### config.mk
export PLATFORM = sky130hd
export DESIGN_NAME = ahb_arbiter
export DESIGN_NICKNAME = d
export VERILOG_FILES = /design/src/rtl/ahb_arbiter.sv
export SDC_FILE = /design/constraint.sdc
export NUM_CORES = 1
export LEC_CHECK = 0
export BUFFER_PORTS_ARGS = -buffer_cell sky130_fd_sc_hd__buf_2
export CELL_PAD_IN_SITES_DETAIL_PLACEMENT = 1
export CELL_PAD_IN_SITES_GLOBAL_PLACEMENT = 1
export CORE_AREA = 2 2 170 172
export DETAILED_ROUTE_END_ITERATION = 10
export DIE_AREA = 0 0 172 174
export PLACE_DENSITY = 0.57
export SLEW_MARGIN = 20
export SYNTH_ARGS = -nofsm -noshare
export SYNTH_HDL_FRONTEND = slang
export SYNTH_SLANG_ARGS = --single-unit
### constraint.sdc
create_clock -name hclk -period 2.9 [get_ports hclk]
set_clock_uncertainty 0.05 [all_clocks]
set_input_delay 0.435 -clock hclk [delete_from_list [all_inputs] [get_ports hclk]]
set_output_delay 0.435 -clock hclk [all_outputs]
set_load 0.02 [all_outputs]
### src/rtl/ahb_arbiter.sv
// ahb_arbiter: round-robin multi-master AHB arbiter and bus mux; registered one-hot grant held through bursts.
// Optional macro AHB_ARB_STARVE_EN adds per-master wait counters that may pre-empt fixed-length bursts.
module ahb_arbiter #(
    parameter int mst_c    = 3,
    parameter int max_wait = 16
) (
    input  logic                     hclk,
    input  logic                     hreset,
    input  logic [mst_c-1:0]         hbusreq_m,
    output logic [mst_c-1:0]         hgrant_m,
    input  logic [mst_c-1:0][31:0]   haddr_m,
    input  logic [mst_c-1:0][31:0]   hwdata_m,
    input  logic [mst_c-1:0]         hwrite_m,
    input  logic [mst_c-1:0][1:0]    htrans_m,
    input  logic [mst_c-1:0][2:0]    hsize_m,
    input  logic [mst_c-1:0][2:0]    hburst_m,
    output logic [mst_c-1:0][31:0]   hrdata_m,
    output logic [mst_c-1:0][1:0]    hresp_m,
    output logic [mst_c-1:0]         hready_m,
    output logic [31:0]              haddr,
    output logic [31:0]              hwdata,
    output logic                     hwrite,
    output logic [1:0]               htrans,
    output logic [2:0]               hsize,
    output logic [2:0]               hburst,
    input  logic [31:0]              hrdata,
    input  logic [1:0]               hresp,
    input  logic                     hready,
    output logic [$clog2(mst_c)-1:0] own_id
);
    localparam int ID_W = $clog2(mst_c);

    localparam logic [1:0] TR_IDLE   = 2'b00;
    localparam logic [1:0] TR_NONSEQ = 2'b10;
    localparam logic [1:0] TR_SEQ    = 2'b11;
    localparam logic [1:0] RSP_OKAY  = 2'b00;
    localparam logic [1:0] RSP_ERROR = 2'b01;
    localparam logic [2:0] BU_INCR   = 3'b001;

    typedef enum logic [1:0] {LK_NONE, LK_FIXED, LK_INCR} lk_e;

    lk_e             lk_q, lk_nxt;
    logic [3:0]      cnt_q, cnt_nxt;
    logic [ID_W-1:0] ptr_q, ptr_nxt;
    logic [mst_c-1:0] grant_nxt;
    logic [ID_W-1:0] dph_own;
    logic            dph_valid;
    logic            win_vld;
    logic [ID_W-1:0] win_id;
    logic            own_req;
    logic            incr_hold;

`ifdef AHB_ARB_STARVE_EN
    localparam int WC_W = $clog2(max_wait + 1);
    logic [WC_W-1:0]  wcnt_q [mst_c];
    logic [mst_c-1:0] starve;
    logic             preempt;
    logic [ID_W-1:0]  st_id;
`endif

    function automatic logic [3:0] burst_cnt(input logic [1:0] b);
        case (b)
            2'b01:   burst_cnt = 4'd3;
            2'b10:   burst_cnt = 4'd7;
            default: burst_cnt = 4'd15;
        endcase
    endfunction

    always_comb begin
        own_id = '0;
        for (int i = 0; i < mst_c; i++)
            if (hgrant_m[i]) own_id = ID_W'(i);
    end

    assign haddr  = haddr_m[own_id];
    assign hwrite = hwrite_m[own_id];
    assign hsize  = hsize_m[own_id];
    assign hburst = hburst_m[own_id];
    assign htrans = hreset ? TR_IDLE : htrans_m[own_id];
    assign hwdata = hwdata_m[dph_own];

    assign own_req   = hbusreq_m[own_id];
    assign incr_hold = own_req && (htrans != TR_IDLE) && (hburst == BU_INCR);

    always_comb begin
        for (int i = 0; i < mst_c; i++) begin
            hrdata_m[i] = hrdata;
            hready_m[i] = hready;
            hresp_m[i]  = (dph_valid && dph_own == ID_W'(i)) ? hresp : RSP_OKAY;
        end
    end

`ifdef AHB_ARB_STARVE_EN
    always_comb begin
        starve = '0;
        st_id  = '0;
        for (int i = mst_c - 1; i >= 0; i--) begin
            starve[i] = hbusreq_m[i] && (wcnt_q[i] == WC_W'(max_wait));
            if (starve[i]) st_id = ID_W'(i);
        end
    end

    // Only a fixed-length burst in its SEQ beats can be cut short.
    assign preempt = (|starve) && hready && (lk_q == LK_FIXED) &&
                     (htrans == TR_SEQ) && (hresp != RSP_ERROR);

    always_ff @(posedge hclk or posedge hreset) begin
        if (hreset) begin
            for (int i = 0; i < mst_c; i++) wcnt_q[i] <= '0;
        end else begin
            for (int i = 0; i < mst_c; i++) begin
                if (hgrant_m[i] || !hbusreq_m[i])
                    wcnt_q[i] <= '0;
                else if (wcnt_q[i] != WC_W'(max_wait))
                    wcnt_q[i] <= wcnt_q[i] + 1'b1;
            end
        end
    end
`endif

    // Burst lock FSM: fixed bursts count SEQ beats, INCR holds while the owner keeps requesting.
    always_comb begin
        lk_nxt  = lk_q;
        cnt_nxt = cnt_q;
        if (hresp == RSP_ERROR) begin
            lk_nxt  = LK_NONE;
            cnt_nxt = '0;
        end else if (hready) begin
            case (lk_q)
                LK_FIXED: begin
                    if (htrans == TR_SEQ) begin
                        if (cnt_q <= 4'd1) begin
                            cnt_nxt = '0;
                            lk_nxt  = LK_NONE;
                        end else begin
                            cnt_nxt = cnt_q - 4'd1;
                        end
                    end
                end
                LK_INCR: begin
                    if (!incr_hold) lk_nxt = LK_NONE;
                end
                default: ;
            endcase
            if (htrans == TR_NONSEQ) begin
                if (hburst[2:1] != 2'b00) begin
                    lk_nxt  = LK_FIXED;
                    cnt_nxt = burst_cnt(hburst[2:1]);
                end else if (incr_hold) begin
                    lk_nxt  = LK_INCR;
                    cnt_nxt = '0;
                end else begin
                    lk_nxt  = LK_NONE;
                    cnt_nxt = '0;
                end
            end
        end
`ifdef AHB_ARB_STARVE_EN
        if (preempt) begin
            lk_nxt  = LK_NONE;
            cnt_nxt = '0;
        end
`endif
    end

    always_comb begin
        int idx;
        win_vld = 1'b0;
        win_id  = ptr_q;
        idx     = 0;
        for (int k = 1; k <= mst_c; k++) begin
            idx = int'(ptr_q) + k;
            if (idx >= mst_c) idx = idx - mst_c;
            if (!win_vld && hbusreq_m[idx]) begin
                win_vld = 1'b1;
                win_id  = ID_W'(idx);
            end
        end
    end

    // Uses the post-update lock so a burst's last beat can hand over on the same edge.
    always_comb begin
        grant_nxt = hgrant_m;
        ptr_nxt   = ptr_q;
        if (hready && lk_nxt == LK_NONE && win_vld) begin
            grant_nxt         = '0;
            grant_nxt[win_id] = 1'b1;
            ptr_nxt           = win_id;
        end
`ifdef AHB_ARB_STARVE_EN
        if (preempt) begin
            grant_nxt        = '0;
            grant_nxt[st_id] = 1'b1;
            ptr_nxt          = st_id;
        end
`endif
    end

    always_ff @(posedge hclk or posedge hreset) begin
        if (hreset) begin
            hgrant_m  <= mst_c'(1);
            ptr_q     <= '0;
            lk_q      <= LK_NONE;
            cnt_q     <= '0;
            dph_own   <= '0;
            dph_valid <= 1'b0;
        end else begin
            hgrant_m <= grant_nxt;
            ptr_q    <= ptr_nxt;
            lk_q     <= lk_nxt;
            cnt_q    <= cnt_nxt;
            if (hready) begin
                dph_own   <= own_id;
                dph_valid <= (htrans != TR_IDLE);
            end
        end
    end

endmodule

==> impl_metrics.yaml, run 1 <==
outcome:
  run_status: "complete, no violations"
timing:
  maxClockFrequency_ghz: 0.398
  slew_headroom_pct: 54.1
  hold_viol: 0
  fin_ws_ps: 385
  period_minus_slack_ps: 2520
  setup_viol: 0
  finalSetupTns_ps: 0
  unrepaired_setup_endpoints_after_global_routing: "false"
  report.final.slew_viol_count: 0
  layout_worst_path_cycle_share_pct: 86.7
  tightestPinTransition_ps: 688
drt:
  drt-initial-drc-count: 103
  drt_via_density: 3.76
  drt_pre_antenna_iters: 4
  wl_per_cell_um: 13.7
  routed_wirelength_um: 14500
  route.antenna.remaining_nets: 0
  remaining_drc_errors: 0
  via_count: 4006
critical_path:
  worst_setup_path_end_kind: "flip-flop"
  critical_path_peak_fanout: 9
  critPathLaunch: "ptr_q[0]$_DFFE_PP0P_"
  setup.worst_path.class: "reg -> reg"
  crit-reg2reg-launch: "ptr_q[0]$_DFFE_PP0P_"
  critical_path_arrival_ps: 2630
  critPathRequiredTime_ps: 3010
  timing.critical_path.from_type: "flip-flop"
  timing.reg2reg.setup_slack_ps: 380
floorplanning:
  row_count: 62
  coreArea_um2: 28200
  die_width_um: 172
  boundaryPins: 442
  effective_utilization_at_floorplan_pct: 12.2
  die_area_um2: 29900
  die-height_um: 174
clock_network:
  cts_root_buf: "clkbuf_16"
  hold_buffers: 0
  cts_made_buffers: 3
  post_cts.resized_instances: 0
  cts_max_path_buffers: 2
  cts.htree.levels: 1
  postCtsSetupBuffers: 0
  cts_tree: "yes"
  clk_pin_slew_ps: 50
  cts.sink_count: 14
  worstSkewPairLatency_ps: 250
cells_and_area:
  register_area_um2: 355
  area_delta_synth_final_pct: 38.2
  multi_input_area_um2: 2150
  finish.instance_area_um2: 4760
  nets: 948
  n_fill_cell: 3605
  layout-drive-gt1-share_pct: 49.5
  n_antenna_cell: 0
place:
  place_worst_setup_slack_ps: 398
  postPlaceCellArea_um2: 4690
  final_wtd_congestion: 0.760
  hpwlAfterDp_um: 12400
  port_buffers: 313
synthesis:
  yosys.area_share.xor_xnor_pct: 0
  synth_most_common_cell: "buf_4"
  post_synth_inst_count: 490
  yosysUniqueCellTypes: 44
  synth_edf_count: 0
  synth_fa_ha_area_share_pct: 2.54
  yosys.area.top_type_share_pct: 23.5
  synthSimpleGateAreaFrac_pct: 16.5
  syn_avg_cell_area_um2: 7.04
  synth-seq-area-share_pct: 10.2
  compound_cell_area_share_of_the_yosys_netlist_pct: 18.1
  synth_fp_nets: 756
  synth_top_family_by_area: "buffers and inverters"
  netlist_area_um2: 3450
  leading_cell_types_by_count_after_synthesis: "buf_4 (101), nand2_1 (83), mux2i_1 (81)"
  yosys_warnings: 0
  cell_accounting_for_the_most_synthesized_area: "mux2i_1"
  dominantRegCellSynth: "dfrtp_1"
  ys_ff_latch: 14
  synth.mux.area_fraction_pct: 25.3
  synthArstFlopShare_pct: 100
  synthTopCellsByArea: "mux2i_1 (24%), buf_4 (22%), o21ai_0 (11%), dfrtp_1 (9.4%), nand2_1 (9.0%)"
global_route:
  grt_max_degree: 76
  gr-usage-met2_pct: 14.7
  globalRouteOverflowTotal: 0
  global_route.usage.total_pct: 9.03
  grt.busiest_layer: "met2"
  gr-usage-met3_pct: 2.98
  first_global_vias: 4151
  wire_length_of_the_first_global_routing_pass_um: 22100
  number_of_antenna_violations_at_the_first_check_in_global_routing: 0
  grt_use_met1_pct: 11.5
pwr:
  switching_share_pct: 58.3
  power.static_leakage_uw: 0.00245
  power.combinational.fraction_pct: 84.7
  worst_ir_drop_vdd_mv: 0.239
  sequentialPowerShare_pct: 9.2
  power_per_cell_area_nw_per_um2: 940
  fin_total_pwr_uw: 4480
  power.share.clock_pct: 6.1
  internal_power_uw: 1870
  switchingPower_uw: 2610
worst_hold_path:
  worst_hold_path_class: "in -> async"
job:
  cap_viol_max_count: 0
state kept, by name (all words and copies together) (netlist names):
signal / count
dph_valid: 1
cnt_q: 4
hgrant_m: 3
ptr_q: 2
lk_q: 2
dph_own: 2
power by group through the flow:
stage | Combinational [uW] | Clock (uW) | Sequential [uW]
after global routing | 4170 | 289 | 428
after CTS | 3860 | 277 | 411
after detailed placement | 3840 | 0 | 412
after floorplan | 2850 | 0 | 367
after global placement | 3830 | 0 | 408
final | 3800 | 273 | 410
routing by layer:
| layer | vias up | part of all wire, % |
|---|---|---|
| met5 | - | 0.32 |
| met4 | 2 | 1.4 |
| met1 | 1798 | 41 |
| met2 | 232 | 46 |
| met3 | 25 | 11 |
| li1 | 1949 | - |
path summary, 6_finish.rpt:
| path | cells after the start | to |
|---|---|---|
| hold reg to reg | 2 | hgrant_m[0]$_DFFE_PP1P_ |
| hold / removal | 3 | cnt_q[2]$_DFFE_PP0P_ |
| min in group hclk | 2 | hgrant_m[0]$_DFFE_PP1P_ |
| setup reg to reg | 8 | hgrant_m[1]$_DFFE_PP0P_ |
| max in group asynchronous | 3 | hgrant_m[0]$_DFFE_PP1P_ |
| setup / recovery | 8 | hgrant_m[1]$_DFFE_PP0P_ |
cell families after synthesis:
| logic type | after synthesis |
|---|---|
| DFF | 14 |
| buffers and inverters | 147 |
| AOI/OAI and AO/OA | 104 |
| muxes | 86 |
| adders and majority gates | 7 |
| and+or+nand+nor | 132 |
stage by stage:
stage	instances	util [%]	hold WS, ps
after detailed placement	1061	16.6	422
final	1065	16.9	207
after global placement	1061	16.6	413
after global routing	1065	16.9	231
after CTS	1065	16.9	211
after floorplan	490	-	289
critical path, cell delays in order, from the launching register on:
cell and delay, ps:
dfrtp_1 470, inv_1 180, ha_1 350, nand2b_1 180, nand2b_1 80, o311a_1 390, o31a_1 150, a32oi_4 360
mux2i_1 230
cells in the final DEF, fill, tap and decap left out, types with 2 or more instances in the layout:
master     Yosys  final
a21oi_1        4      4
a31oi_1        2      2
and3_1         3      3
buf_12         0      2
buf_2          0    313
buf_4        101      5
clkbuf_16      0      3
dfrtp_1       13     10
dfrtp_2        0      3
ha_1           7      7
inv_1         13     13
mux2_1         2      2
mux2_2         2      2
mux2i_1       81     81
nand2_1       83     83
nand2b_1       8      8
nand4_1        2      2
nor2_1        17     17
nor2b_1        6      5
nor3_1         9      9
o21ai_0       78     78
o22ai_1        4      4
cell type report:
cell class              count  area share, %
multi-input cells         329           45.2
repair buffers            320           34.5
well taps                 384           10.1
flip-flops and latches     14           7.46
clock buffers               4           1.65
inverters                  14           1.10
(Power assumes the default switching activity.)
==> inputs of run 2 (changes only) <==
--- a/config.mk
+++ b/config.mk
@@ -9,6 +9,7 @@
 export CELL_PAD_IN_SITES_DETAIL_PLACEMENT = 1
 export CELL_PAD_IN_SITES_GLOBAL_PLACEMENT = 1
 export CORE_AREA = 2 2 170 172
+export CTS_BUF_LIST = sky130_fd_sc_hd__clkbuf_4 sky130_fd_sc_hd__clkbuf_8
 export DETAILED_ROUTE_END_ITERATION = 10
 export DIE_AREA = 0 0 172 174
 export PLACE_DENSITY = 0.57
==> run 2 against run 1 <==
Compared with the run above: count of clock-buffer cells in the layout is the same; sequential power is essentially flat; first-iteration DRC count grew 23%; largest power group unchanged; core utilization shrank 0.11 points; non-clock buffer count is the same; die area is the same; sequential cell count is the same; sequential share of layout area is essentially flat; fmax is essentially flat; critical path depth is the same.
==> impl_metrics.yaml, run 2 (synthesized netlist as in run 1, its figures left out) <==
outcome:
  run_status: "complete, no violations"
critical_path:
  critPathRequiredTime_ps: 3020
  worstRegToRegCells: 8
  slowest_stage: "dfrtp_1"
  timing.critical_path.from_type: "flip-flop"
  regToRegEndpoint: "hgrant_m[1]$_DFFE_PP0P_"
  worstPathCellList: "inv_1 -> ha_1 -> nand2b_1 -> nand2b_1 -> o311a_1 -> o31a_1 -> a32oi_4 -> mux2i_1"
  cpPeakStageDelay_ps: 480
  timing.reg2reg.setup_slack_ps: 380
  crit-reg2reg-launch: "ptr_q[0]$_DFFE_PP0P_"
  critical_path_arrival_ps: 2630
  critical_path_peak_fanout: 9
  cpMostUsedCell: "nand2b_1"
  setup.worst_path.class: "reg -> reg"
  worst_setup_path_end_kind: "flip-flop"
global_route:
  grt_max_degree: 76
  globalRouteOverflowTotal: 0
  wire_length_of_the_first_global_routing_pass_um: 22100
  first_global_vias: 4156
  number_of_antenna_violations_at_the_first_check_in_global_routing: 0
  global_route.usage.total_pct: 9.02
drt:
  drt-initial-drc-count: 127
  via_count: 4001
  wl_per_cell_um: 13.6
  routed_wirelength_um: 14500
  route.antenna.remaining_nets: 0
  remaining_drc_errors: 0
  drt_pre_antenna_iters: 4
  drt_via_density: 3.76
cells_and_area:
  n_fill_cell: 3609
  most_common_cell_after_layout_fill_and_taps_aside: "buf_2"
  largest_register_ffs: 4
  nets: 948
  most-common-layout-cells: "buf_2 (313), nand2_1 (83), mux2i_1 (81)"
  largest-register: "cnt_q"
  area_delta_synth_final_pct: 37.3
  n_antenna_cell: 0
  finish.instance_area_um2: 4730
  largest_registers: "cnt_q x4, hgrant_m x3"
  layout-drive-gt1-share_pct: 49.6
clock_network:
  cts_root_buf: "clkbuf_8"
  postCtsSetupBuffers: 0
  hold_buffers: 0
  cts.htree.levels: 1
  cts_tree: "yes"
  worstSkewPairLatency_ps: 250
  cts.sink_count: 14
  clk_pin_slew_ps: 60
  cts_max_path_buffers: 2
  post_cts.resized_instances: 0
  cts_made_buffers: 3
pwr:
  power.static_leakage_uw: 0.00244
  fin_total_pwr_uw: 4380
  internal_power_uw: 1790
  sequentialPowerShare_pct: 9.3
  switching_share_pct: 59.2
  switchingPower_uw: 2590
  power.combinational.fraction_pct: 86.6
  worst_ir_drop_vdd_mv: 0.226
  power_per_cell_area_nw_per_um2: 926
  power.share.clock_pct: 4.1
floorplanning:
  effective_utilization_at_floorplan_pct: 12.2
  row_count: 62
  die_area_um2: 29900
  die_width_um: 172
  boundaryPins: 442
  die-height_um: 174
  coreArea_um2: 28200
timing:
  setup_viol: 0
  report.final.slew_viol_count: 0
  fin_ws_ps: 384
  worst_hold_slack_ps: 203
  maxClockFrequency_ghz: 0.398
  slew_headroom_pct: 54.1
  hold_viol: 0
  period_minus_slack_ps: 2520
  tightestPinTransition_ps: 688
  layout_worst_path_cycle_share_pct: 86.7
  unrepaired_setup_endpoints_after_global_routing: "false"
  finalSetupTns_ps: 0
place:
  place_worst_setup_slack_ps: 398
  port_buffers: 313
  hpwlAfterDp_um: 12400
  postPlaceCellArea_um2: 4690
  final_wtd_congestion: 0.760
job:
  cap_viol_max_count: 0
worst_hold_path:
  worst_hold_path_class: "in -> async"
-- run 2: cell counts in the layout (fill, tap and decap cells not counted) --
No cell type changed its count.
-- run 2: metrics by stage --
step	std cells	util (%)
floorplan	490	-
global placement	1061	16.6
detailed placement	1061	16.6
CTS	1065	16.8
global route	1065	16.8
finish	1065	16.8
-- run 2: power groups by stage --
| stage | registers [uW] | clock network (uW) | logic (uW) |
|---|---|---|---|
| finish | 409 | 179 | 3800 |
| global route | 427 | 199 | 4170 |
| CTS | 410 | 186 | 3860 |
| detailed placement | 412 | 0 | 3840 |
| global placement | 408 | 0 | 3830 |
| floorplan | 367 | 0 | 2850 |
-- run 2: cell type report --
class                           count  area, um^2  area share (%)
Clock buffer                        4        48.8            1.03
Sequential cell                    14         355            7.51
Tap cell                          384         480            10.1
Inverter                           14        52.6            1.11
Multi-Input combinational cell    329        2150            45.5
Timing Repair Buffer              320        1640            34.7
-- run 2: critical path: cells and delay by family (launching register included) --
kind | cells | cell delay [ps]
compound gates | 3 | 900
buf+inv | 1 | 180
simple gates | 2 | 260
flops | 1 | 480
fa+ha+maj | 1 | 350
mux | 1 | 230
-- run 2: per-layer routing --
metal  wire length (um)  vias up  GRT usage (%)
li1                   -     1946              -
met1               5900     1794           11.5
met2               6770      234           14.7
met3               1590       25           2.98
met4                197        2           1.68
met5                 47        -           1.51
-- run 2: worst max-delay path by stage --
stage | start | to | cells past startpoint
3_5_place_dp | ptr_q[0]$_DFFE_PP0P_ | hgrant_m[1]$_DFFE_PP0P_ | 8
3_3_place_gp | ptr_q[0]$_DFFE_PP0P_ | ptr_q[1]$_DFFE_PP0P_ | 9
6_report | ptr_q[0]$_DFFE_PP0P_ | hgrant_m[1]$_DFFE_PP0P_ | 8
2_1_floorplan | hgrant_m[1]$_DFFE_PP0P_ | haddr[10] | 5
4_1_cts | ptr_q[0]$_DFFE_PP0P_ | hgrant_m[1]$_DFFE_PP0P_ | 8
5_1_grt | ptr_q[0]$_DFFE_PP0P_ | hgrant_m[1]$_DFFE_PP0P_ | 9
==> inputs of run 3 (changes only) <==
==> config.mk (replaced) <==
export PLATFORM = sky130hd
export DESIGN_NAME = ahb_arbiter
export DESIGN_NICKNAME = d
export VERILOG_FILES = /design/src/rtl/ahb_arbiter.sv
export SDC_FILE = /design/constraint.sdc
export NUM_CORES = 1
export LEC_CHECK = 0
export ABC_AREA = 1
export BUFFER_PORTS_ARGS = -buffer_cell sky130_fd_sc_hd__buf_2
export CORE_AREA = 2 2 172 174
export CTS_BUF_LIST = sky130_fd_sc_hd__clkbuf_4 sky130_fd_sc_hd__clkbuf_8
export DETAILED_ROUTE_END_ITERATION = 10
export DIE_AREA = 0 0 174 176
export PLACE_DENSITY = 0.38
export SLEW_MARGIN = 20
export SYNTH_ARGS = -nofsm -noshare
export SYNTH_HDL_FRONTEND = slang
export SYNTH_SLANG_ARGS = --single-unit
==> run 3 against run 2 <==
Compared with the run above: core utilization down 0.56 points; clock power decreased by 2%; worst setup slack better by 190 ps; register-to-register slack gained 300 ps; global-route usage rose by 0.69 points; combinational power down 1%; first-iteration DRC count down 15%; sequential cell count unchanged; die area up 2.3%.
==> impl_metrics.yaml, run 3 <==
cells_and_area:
  largest_register_ffs: 4
  finish.cell_count_without_fillers: 1187
  largest-register: "cnt_q"
  nets: 1066
  finish.instance_area_um2: 4630
  layout-drive-gt1-share_pct: 42.7
  area_delta_synth_final_pct: 39.3
  largest_registers: "cnt_q x4, hgrant_m x3"
  most_common_cell_after_layout_fill_and_taps_aside: "buf_2"
  most-common-layout-cells: "buf_2 (313), nand2_1 (159), o21ai_0 (81)"
global_route:
  wire_length_of_the_first_global_routing_pass_um: 23500
  globalRouteOverflowTotal: 0
  grt_max_degree: 40
  global_route.usage.total_pct: 9.71
  first_global_vias: 4525
  number_of_antenna_violations_at_the_first_check_in_global_routing: 5
clock_network:
  clk_pin_slew_ps: 60
  cts_root_buf: "clkbuf_8"
  cts.htree.levels: 1
  postCtsSetupBuffers: 0
  post_cts.resized_instances: 0
  cts_max_path_buffers: 2
  cts_made_buffers: 3
  cts.sink_count: 14
  cts_tree: "yes"
  hold_buffers: 0
  worstSkewPairLatency_ps: 250
floorplanning:
  die-height_um: 176
  effective_utilization_at_floorplan_pct: 11.6
  die_width_um: 174
  row_count: 62
  die_area_um2: 30600
  coreArea_um2: 28500
  boundaryPins: 442
critical_path:
  timing.reg2reg.setup_slack_ps: 680
  crit-reg2reg-launch: "ptr_q[0]$_DFFE_PP0P_"
  timing.critical_path.from_type: "flip-flop"
  critPathRequiredTime_ps: 2410
  largest_delay_share_family_worst_path: "buffers and inverters"
  setup.worst_path.class: "reg -> out"
  cp_num_buf_inv: 4
  cpMostUsedCell: "buf_4"
  worstRegToRegCells: 11
  regToRegEndpoint: "ptr_q[0]$_DFFE_PP0P_"
  critical_path_peak_fanout: 18
  worstPathCellList: "inv_2 -> buf_4 -> buf_4 -> nor2_1 -> o21ai_0 -> buf_2"
  cpPeakStageDelay_ps: 380
  critical_path_arrival_ps: 1840
  worst_setup_path_end_kind: "output pin"
  slowest_stage: "dfrtp_1"
synthesis:
  synthTopCellsByArea: "buf_4 (23%), nand2_1 (18%), o21ai_0 (12%), nand3_1 (12%), dfrtp_1 (9.8%)"
  yosysUniqueCellTypes: 32
  synthArstFlopShare_pct: 100
  syn_avg_cell_area_um2: 5.50
  synth_edf_count: 0
  dominantRegCellSynth: "dfrtp_1"
  synth-seq-area-share_pct: 10.6
  netlist_area_um2: 3320
  yosys.area.top_type_share_pct: 23.1
  ys_ff_latch: 14
  synth_most_common_cell: "nand2_1"
  post_synth_inst_count: 604
  yosys_warnings: 0
  leading_cell_types_by_count_after_synthesis: "nand2_1 (159), buf_4 (102), o21ai_0 (81)"
  synth_fp_nets: 870
  cell_accounting_for_the_most_synthesized_area: "buf_4"
place:
  final_wtd_congestion: 0.834
  port_buffers: 313
  postPlaceCellArea_um2: 4570
  placed_cells: 1179
  hpwlAfterDp_um: 13500
worst_hold_path:
  worst_hold_path_class: "in -> async"
outcome:
  run_status: "complete, no violations"
timing:
  maxClockFrequency_ghz: 0.430
  finalSetupTns_ps: 0
  unrepaired_setup_endpoints_after_global_routing: "false"
  period_minus_slack_ps: 2330
  report.final.slew_viol_count: 0
  layout_worst_path_cycle_share_pct: 80.3
  slew_headroom_pct: 60.9
  tightestPinTransition_ps: 586
  hold_viol: 0
  worst_hold_slack_ps: 228
  setup_viol: 0
pwr:
  power.static_leakage_uw: 0.00253
  fin_total_pwr_uw: 4270
  worst_ir_drop_vdd_mv: 0.356
  power_per_cell_area_nw_per_um2: 923
drt:
  drt-initial-drc-count: 108
  drt_pre_antenna_iters: 4
  via_count: 4510
  wl_per_cell_um: 13.4
  drt_via_density: 3.80
  remaining_drc_errors: 0
  routed_wirelength_um: 15900
  route.antenna.remaining_nets: 0
job:
  cap_viol_max_count: 0
run 3: changes by cell type after synthesis, sizes merged, moves of 3 or more:
cell / delta
nand3: +77
nand2: +81
inv: +24
mux2i: -81
nor2b: -6
nand2b: -8
nor3: -3
o21ai: +3
nor2: +46
buf: -3
mux2: -5
run 3: cell families (layout without fill, tap and decap cells):
family	Yosys count	in the layout	share of synthesized area (%)
xor+xnor	1	1	0.264
compound gates	96	96	15.4
fa+ha+maj	7	7	2.64
buf+inv	170	365	30.9
other cells	0	4	0
flops	14	14	10.6
simple gates	316	316	40.2
run 3: through the flow:
step                      utilization, %  worst slack, ps
after floorplan                        -              588
after global placement              16.0              735
after detailed placement            16.0              705
after CTS                           16.2              547
after global routing                16.2              408
final                               16.2              572
run 3: worst max-delay path by stage:
stage / depth (start not counted) / to / startpoint / slack [ps]
5_1_grt: 6 / haddr[13] / hgrant_m[1]$_DFFE_PP0P_ / 410
3_3_place_gp: 11 / hgrant_m[2]$_DFFE_PP0P_ / ptr_q[0]$_DFFE_PP0P_ / 740
4_1_cts: 6 / haddr[6] / hgrant_m[1]$_DFFE_PP0P_ / 550
6_report: 6 / haddr[6] / hgrant_m[1]$_DFFE_PP0P_ / 570
2_1_floorplan: 6 / haddr[13] / hgrant_m[1]$_DFFE_PP0P_ / 590
3_5_place_dp: 11 / ptr_q[0]$_DFFE_PP0P_ / ptr_q[0]$_DFFE_PP0P_ / 700
run 3: power breakdown:
group | leakage, uW | internal (uW) | switching [uW]
clock | 0.0000262 | 107 | 68.9
sequential | 0.000178 | 276 | 71.0
combinational | 0.00232 | 1180 | 2570
run 3: worst reg2reg max path, delay by kind of cell, from the launching register on:
family,cells,cell delay [ps]
AO/OA/AOI/OAI,3,580
AND/OR/NAND/NOR,5,450
flip-flops,1,410
adder cells (fa/ha/maj),1,370
buffers and inverters,2,240
run 3: metal layers:
layer / track usage [%] / wire (um)
met2: 19.6 / 8440
met5: 0 / 30
met1: 9.94 / 5730
met3: 2.30 / 1400
met4: 2.42 / 291
run 3: cell type report:
type                    count  area, um^2
well taps                 384         480
inverters                  38         145
flip-flops and latches     14         353
diodes                      4        10.0
clock buffers               4        48.8
fillers                  3400       23900
repair buffers            323        1640
multi-input cells         420        1950
